File: config.mk
export PLATFORM = sky130hd
export DESIGN_NAME = int2float_pipe
export DESIGN_NICKNAME = d
export VERILOG_FILES = /design/src/rtl/int2float_pipe.sv
export SDC_FILE = /design/constraint.sdc
export NUM_CORES = 1
export LEC_CHECK = 0
export CORE_ASPECT_RATIO = 0.9
export CORE_MARGIN = 8
export CORE_UTILIZATION = 64
export CTS_BUF_LIST = sky130_fd_sc_hd__clkbuf_4 sky130_fd_sc_hd__clkbuf_8
export DETAILED_ROUTE_END_ITERATION = 8
export HOLD_SLACK_MARGIN = 0.1
export PLACE_DENSITY = 0.92
export SETUP_SLACK_MARGIN = 0.1
export SLEW_MARGIN = 20
export SYNTH_ARGS = -nofsm -noshare
export SYNTH_HDL_FRONTEND = slang
export SYNTH_SLANG_ARGS = --single-unit
File: constraint.sdc
create_clock -name clk -period 9.6 [get_ports clk]
set_clock_uncertainty 0.2 [all_clocks]
set_input_delay 0.96 -clock clk [delete_from_list [all_inputs] [get_ports clk]]
set_output_delay 0.96 -clock clk [all_outputs]
set_load 0.03 [all_outputs]
File: src/rtl/int2float_pipe.sv
// rtl/int2float_pipe.sv - three-stage integer to binary32 converter (FCVT.S.W/WU/L/LU)
module int2float_pipe #(
    parameter int INT_W = 32,
    parameter int TAG_W = 5
) (
    input  logic             clk,
    input  logic             reset_n,
    input  logic             flush,
    input  logic             in_valid,
    output logic             in_ready,
    input  logic [INT_W-1:0] int_in,
    input  logic             is_unsigned,
    input  logic [2:0]       rm,
    input  logic [TAG_W-1:0] tag_in,
    output logic             out_valid,
    input  logic             out_ready,
    output logic [31:0]      result,
    output logic [4:0]       fflags,
    output logic [TAG_W-1:0] tag_out
);
    localparam int LZ_W = $clog2(INT_W) + 1;

    logic             w_en;
    logic             w_sign;
    logic [INT_W-1:0] w_mag;

    logic             r_s1_valid;
    logic             r_s1_sign;
    logic [INT_W-1:0] r_s1_mag;
    logic [2:0]       r_s1_rm;
    logic [TAG_W-1:0] r_s1_tag;

    logic [LZ_W-1:0]  w_lz;
    logic [INT_W-1:0] w_norm;
    logic [7:0]       w_exp;

    logic             r_s2_valid;
    logic             r_s2_sign;
    logic [INT_W-1:0] r_s2_norm;
    logic [7:0]       r_s2_exp;
    logic             r_s2_zero;
    logic [2:0]       r_s2_rm;
    logic [TAG_W-1:0] r_s2_tag;

    logic [23:0]      w_mant;
    logic             w_g;
    logic             w_s;
    logic             w_nx;
    logic             w_inc;
    logic [24:0]      w_sum;
    logic [7:0]       w_exp_r;
    logic [31:0]      w_res;
    logic [4:0]       w_ff;

    logic             r_out_valid;
    logic [31:0]      r_result;
    logic [4:0]       r_fflags;
    logic [TAG_W-1:0] r_tag_out;

    // The whole pipe freezes on backpressure, so bubbles are never squeezed out.
    assign w_en     = !r_out_valid || out_ready;
    assign in_ready = w_en;

    assign w_sign = !is_unsigned && int_in[INT_W-1];
    assign w_mag  = w_sign ? (INT_W'(0) - int_in) : int_in;

    always_ff @(posedge clk) begin
        if (!reset_n) begin
            r_s1_valid <= 1'b0;
            r_s1_sign  <= 1'b0;
            r_s1_mag   <= '0;
            r_s1_rm    <= '0;
            r_s1_tag   <= '0;
        end else if (flush) begin
            r_s1_valid <= 1'b0;
        end else if (w_en) begin
            r_s1_valid <= in_valid;
            r_s1_sign  <= w_sign;
            r_s1_mag   <= w_mag;
            r_s1_rm    <= rm;
            r_s1_tag   <= tag_in;
        end
    end

    always_comb begin
        w_lz = '0;
        for (int i = 0; i < INT_W; i++) begin
            if (r_s1_mag[i]) w_lz = LZ_W'(INT_W - 1 - i);
        end
    end

    assign w_norm = r_s1_mag << w_lz;
    assign w_exp  = 8'(127 + INT_W - 1 - int'(w_lz));

    always_ff @(posedge clk) begin
        if (!reset_n) begin
            r_s2_valid <= 1'b0;
            r_s2_sign  <= 1'b0;
            r_s2_norm  <= '0;
            r_s2_exp   <= '0;
            r_s2_zero  <= 1'b0;
            r_s2_rm    <= '0;
            r_s2_tag   <= '0;
        end else if (flush) begin
            r_s2_valid <= 1'b0;
        end else if (w_en) begin
            r_s2_valid <= r_s1_valid;
            r_s2_sign  <= r_s1_sign;
            r_s2_norm  <= w_norm;
            r_s2_exp   <= w_exp;
            r_s2_zero  <= (r_s1_mag == '0);
            r_s2_rm    <= r_s1_rm;
            r_s2_tag   <= r_s1_tag;
        end
    end

    assign w_mant = r_s2_norm[INT_W-1 -: 24];
    assign w_g    = r_s2_norm[INT_W-25];
    assign w_s    = |r_s2_norm[INT_W-26:0];
    assign w_nx   = w_g | w_s;

    always_comb begin
        w_inc = 1'b0;
        case (r_s2_rm)
            3'b001:  w_inc = 1'b0;
            3'b010:  w_inc = w_nx & r_s2_sign;
            3'b011:  w_inc = w_nx & ~r_s2_sign;
            3'b100:  w_inc = w_g;
            default: w_inc = w_g & (w_s | w_mant[0]);
        endcase
    end

    // sum[24:23] is 2'b01 normally and 2'b10 on mantissa carry-out, so it doubles as the exponent bump.
    assign w_sum   = {1'b0, w_mant} + 25'(w_inc);
    assign w_exp_r = r_s2_exp - 8'd1 + 8'(w_sum[24:23]);
    assign w_res   = r_s2_zero ? 32'h0 : {r_s2_sign, w_exp_r, w_sum[22:0]};
    assign w_ff    = r_s2_zero ? 5'h0 : {4'b0, w_nx};

    always_ff @(posedge clk) begin
        if (!reset_n) begin
            r_out_valid <= 1'b0;
            r_result    <= '0;
            r_fflags    <= '0;
            r_tag_out   <= '0;
        end else if (flush) begin
            r_out_valid <= 1'b0;
        end else if (w_en) begin
            r_out_valid <= r_s2_valid;
            r_result    <= w_res;
            r_fflags    <= w_ff;
            r_tag_out   <= r_s2_tag;
        end
    end

    assign out_valid = r_out_valid;
    assign result    = r_result;
    assign fflags    = r_fflags;
    assign tag_out   = r_tag_out;
endmodule

* After elaboration in Yosys (flattened, before gate mapping) *
Cells that the tools add are included.

cells by class
  bitwise gates (word level) = 8
  reduce and logical (&&, ||, !) cells = 8
  $add $sub $neg = 5
  equal/unequal tests = 4
  mux-type cells = 36
  shift-type cells = 1

operators with widths
  kind                                                                  count
  6-bit 2-to-1 mux                                                      31
  32-bit 2-to-1 mux                                                     2
  32-bit zero test                                                      1
  32-bit by 6-bit << shifter with 32-bit output                         1
  1-bit by 32-bit subtractor with 32-bit output (first input constant)  1
  24-bit by 1-bit adder with 25-bit output                              1
  8-bit by 2-bit adder with 8-bit output                                1
  8-bit by 1-bit subtractor with 8-bit output (second input constant)   1
  8-bit by 6-bit subtractor with 8-bit output (first input constant)    1
  7-bit OR reduction                                                    1
  3-bit by 2-bit == test with 1-bit output (second input constant)      2
  5-bit 2-to-1 mux                                                      1
  1-bit case mux with 4 select lines                                    1
  1-bit AND                                                             3
  3-bit by 1-bit == test with 1-bit output (second input constant)      1
  3-bit == test (second input constant)                                 1
  1-bit NOT                                                             3
  1-bit zero test                                                       2
  1-bit OR                                                              2
  2-bit AND reduction                                                   1
  2-bit OR reduction                                                    1
  1-bit logical AND                                                     1
  1-bit logical OR                                                      1
  1-bit 2-to-1 mux                                                      1

word-level totals
  register bits = 136
  output and inout port bits = 44
  input port bits = 46

* Logic depth before layout (Yosys ltp) *
  word-level depth = 33
  mapped depth = 20

* Worst setup path after synthesis *
Ideal clock, no wire load.

  path type = reg-to-reg
  start = register r_s2_norm[12]
  end = register r_result[30] (netlist: result[30])
  stages on the path, launching flop included = 20
  path buffers = 1
  setup time = 0.118 ns
  arrival = 3.833 ns
  setup slack = 5.448 ns
  path through = dfxtp_1 and3_1 and2_1 and3_1 and4_1 and3_1 clkbuf_1 nand2_1 or4_1 ha_1 inv_1 ha_1 fa_1 a21o_1 a21o_1 a21o_1 a21oi_1 xnor2_1 a22oi_1 nor2b_1

between the ends
  word-level cells in the longest chain between the ends = 3

RTL lines
  element                                   RTL line  text
  start, declared                           39        logic [INT_W-1:0] r_s2_norm;
  start signal, assigned                    109       r_s2_norm <= w_norm;
  24-bit by 1-bit adder with 25-bit output  134       assign w_sum = {1'b0, w_mant} + 25'(w_inc);
  8-bit by 2-bit adder with 8-bit output    135       assign w_exp_r = r_s2_exp - 8'd1 + 8'(w_sum[24:23]);
  32-bit 2-to-1 mux                         136       assign w_res = r_s2_zero ? 32'h0 : {r_s2_sign, w_exp_r, w_sum[22:0]};
  end signal, assigned                      149       r_result <= w_res;
  end, declared                             56        logic [31:0] r_result;

No other way between the ends.
A chain may end at the register's enable or synchronous reset.

* Final worst setup path *
  start = register r_s2_norm[3]
  end = register r_result[30] (netlist: result[30])

between the ends
  word-level cells in the longest chain between the ends = 7
  elaborated cells on any way between the ends = 10
  classes of those cells = add/sub (2); mux (2); bitwise (5); reduce/logical (1)

RTL lines
  element                                       RTL line       text
  7-bit OR reduction (*)                        119            assign w_s = |r_s2_norm[INT_W-26:0];
  1-bit OR, on equally long branches            129, 120
  1-bit AND, on equally long branches           129, 126, 127
  1-bit case mux with 4 select lines (*)        124            case (r_s2_rm)
  24-bit by 1-bit adder with 25-bit output (*)  134
  8-bit by 2-bit adder with 8-bit output (*)    135
  32-bit 2-to-1 mux (*)                         136

Every way passes the cells marked *; elsewhere a longest branch is shown, timed or not.

==> run metrics <==
final instance area ~0.0094 sq mm; Critical-path top delay cell or4_1; count leader, synth nand2_1; CTS tree done; clock buffer depth 2; Via density about 6.4; drt drc 0; final hold vios 0; vias in the first global route about 7300; HP Class reg -> reg; outcome finished clean; worst rel slew slack 0.294; RSZ-0062 raised after global routing false; dominant cell type by area after synthesis dfxtp_1; Startpoint Class register; die area between 0.015 and 0.02 sq mm; core area between 0.01 and 0.015 sq mm; critical path endpoint category register; initial antenna violation count 0; vias slightly below 8000; Final min period ~4.5 ns; gate count after technology mapping between 1000 and 1500; FF+latch count, synth around 130; Layout area overhead 13.6%; Max Fclk between 200 and 250 MHz; Worst-path clk slew ~0.08 ns; DR iter-0 viols between 900 and 1000; largest net degree at the start of global routing approximately 100; fillers around 940; GP Congestion 0.950; total CTS buffers 17; sequential area share after synthesis 0.320; Async SR Flop Fraction 0; # port buffers 85; Leak Pwr about 3.8 nW; Top Metal Used met4; TNS Setup 0 ns; first-pass GRT wire length ~36 mm; CTS HTree Levels 4; number of I/O pins 90; Power Density roughly 170 mW/mm^2; fin crit share 0.472; VDD IR max 0.000108 V; antenna-violating nets left 0; die height 124 microns; WS Path Type reg -> reg; CP dominant cell by count ha_1; GRT overflow 0; Arrival @ worst endpoint between 4 and 5 ns; Seq. cell area 0.00264 sq mm; max cap viols 0; Placed Area roughly 0.0090 sq mm; root buf cell clkbuf_8; die width 136 microns; Synth area leaders dfxtp_1 32%, mux2i_1 7.5%, nand2_1 6.9%; max incr delay on CP between 0.5 and 0.6 ns; met2 WL 9.89 mm; Post-CTS Setup Inserts 0; Slew @ Worst Pin between 1 and 1.5 ns; # hold bufs at CTS 0; clk sinks roughly 130; GRT Total Usage 0.264; reg2reg path depth 19; wire length per cell 18.1 microns; hold path depth 2; drt pass-1 iters 5; layout cell share with drive strength beyond 1 0.0617; Core Rows 39; mapped cell area ~0.0083 sq mm; Yosys top cell area share 0.320; Multi-input gate area roughly 0.0052 sq mm; Synth cell types 80; Clock Latency Late Sink between 0.4 and 0.5 ns; WL final approximately 22 mm; Initial Util 0.654; hpwl dp 15.5 mm; cell chain of the critical path or4_1 > nor4_1 > a21oi_1 > o22a_1 > ha_1 > ha_1 > nand3_1 > or4_1 > ha_1 > inv_1 > ha_1 > fa_1 > a21o_1 > a21o_1 > a21o_1 > a21oi_1 > xnor2_1 > a22oi_1 > nor2b_1; Antenna diodes 0; setup violators final 0; crit-path max FO 3; Worst EP required about 10 ns; Final nets between 1000 and 1500; Commonest cells post-synth 152 x nand2_1, 132 x dfxtp_1, 62 x mux2i_1, 51 x clkbuf_1, 44 x nor2_1; wire length on met1 about 9.4 mm; number of synthesized flops with an enable pin 0; Final Max Slew Viols 0; Ys Warns 0; Main synth FF type dfxtp_1; Gates resized, CTS repair 0; syn_area_per_cell between 8 and 9 sq um; Met3 Wirelength roughly 2.0 mm
## per-stage QoR
step                 util  setup slack [ns]  std cells  hold slack (ns)  total power [mW]
global placement    0.714              5.31       1185            0.243              1.15
finish              0.743              5.07       1217            0.268              1.60
CTS                 0.743              5.08       1217            0.270              1.59
detailed placement  0.714              5.16       1185            0.259              1.16
floorplan               -              5.45       1009            0.232              1.02
global route        0.743              4.73       1217            0.274              1.68
## worst max-delay path, delay by kind of cell, from the launching register on
kind	cells	cell delay, ns
AOI/OAI and AO/OA	7	1.28
xor gates and xnor gates	1	0.09
adders and majority gates	5	1.20
buffers and inverters	1	0.05
DFF	1	0.31
and+or+nand+nor	5	1.29
## layer usage
layer | vias up | GRT usage
met2 | 359 | 0.415
met5 | - | 0
met1 | 3651 | 0.337
met4 | 0 | 0.122
li1 | 3684 | -
met3 | 68 | 0.0653
## cell families (layout without fill, tap and decap cells)
kind of cell | after synthesis | after routing | synth area share
xor+xnor | 57 | 57 | 0.0604
buf+inv | 107 | 151 | 0.0569
other cells | 1 | 4 | 0.000454
compound gates | 268 | 268 | 0.243
simple gates | 360 | 360 | 0.215
mux | 68 | 68 | 0.0846
fa+ha+maj | 13 | 13 | 0.0206
flops | 132 | 132 | 0.320
## where the power goes
group | internal [mW] | switching (mW) | total, mW
Combinational | 0.218 | 0.301 | 0.519
Clock | 0.192 | 0.241 | 0.433
Sequential | 0.593 | 0.0565 | 0.650
## final cells by class
cell class	count	area share
well taps	164	0.0218
clock buffers	18	0.0264
flip-flops and latches	132	0.281
multi-input cells	770	0.551
clock inverters	14	0.0123
inverters	26	0.0104
repair buffers	93	0.0964
## worst paths after layout
check,from,to,slack [ns]
worst max-delay path,r_s2_norm[3],result[30],5.07
worst min-delay path,r_s1_tag[1],r_s2_tag[1],0.27
worst max register to register,r_s2_norm[3],result[30],5.07
worst min register to register,r_s1_tag[1],r_s2_tag[1],0.27
## cell usage in the layout, fill, tap and decap left out, types with 4 or more instances in the layout
master and instances:
a21o_1 11, o211ai_1 6, dfxtp_1 132, o31ai_1 11, clkdlybuf4s50_1 84, a22o_1 17, and3_1 8, a21boi_0 32
nand3b_1 7, or4_1 8, nand4_1 8, a211oi_1 6, nand2b_1 7, and4_1 4, inv_1 24, a31oi_1 5
nor2_1 42, xnor2_1 36, o211a_1 33, buf_4 8, a21oi_1 42, nor2b_1 32, conb_1 4, and2_1 18
o21ai_0 37, inv_6 7, mux2i_1 62, a32o_1 6, clkbuf_8 18, nor4_1 8, nand2_1 152, nand3_1 18
mux2_2 5, nor3_1 23, xor2_1 21, a22oi_1 20, or3_1 9, ha_1 12
## state kept, by name, indices dropped and copies added, names as in the netlist, 3 cells and up
name and count:
r_s1_mag 32, r_s2_norm 32, result 32, r_s2_exp 8, r_s1_tag 5, r_s2_tag 5
tag_out 5, r_s1_rm 3, r_s2_rm 3
(Power assumes the default switching activity.)
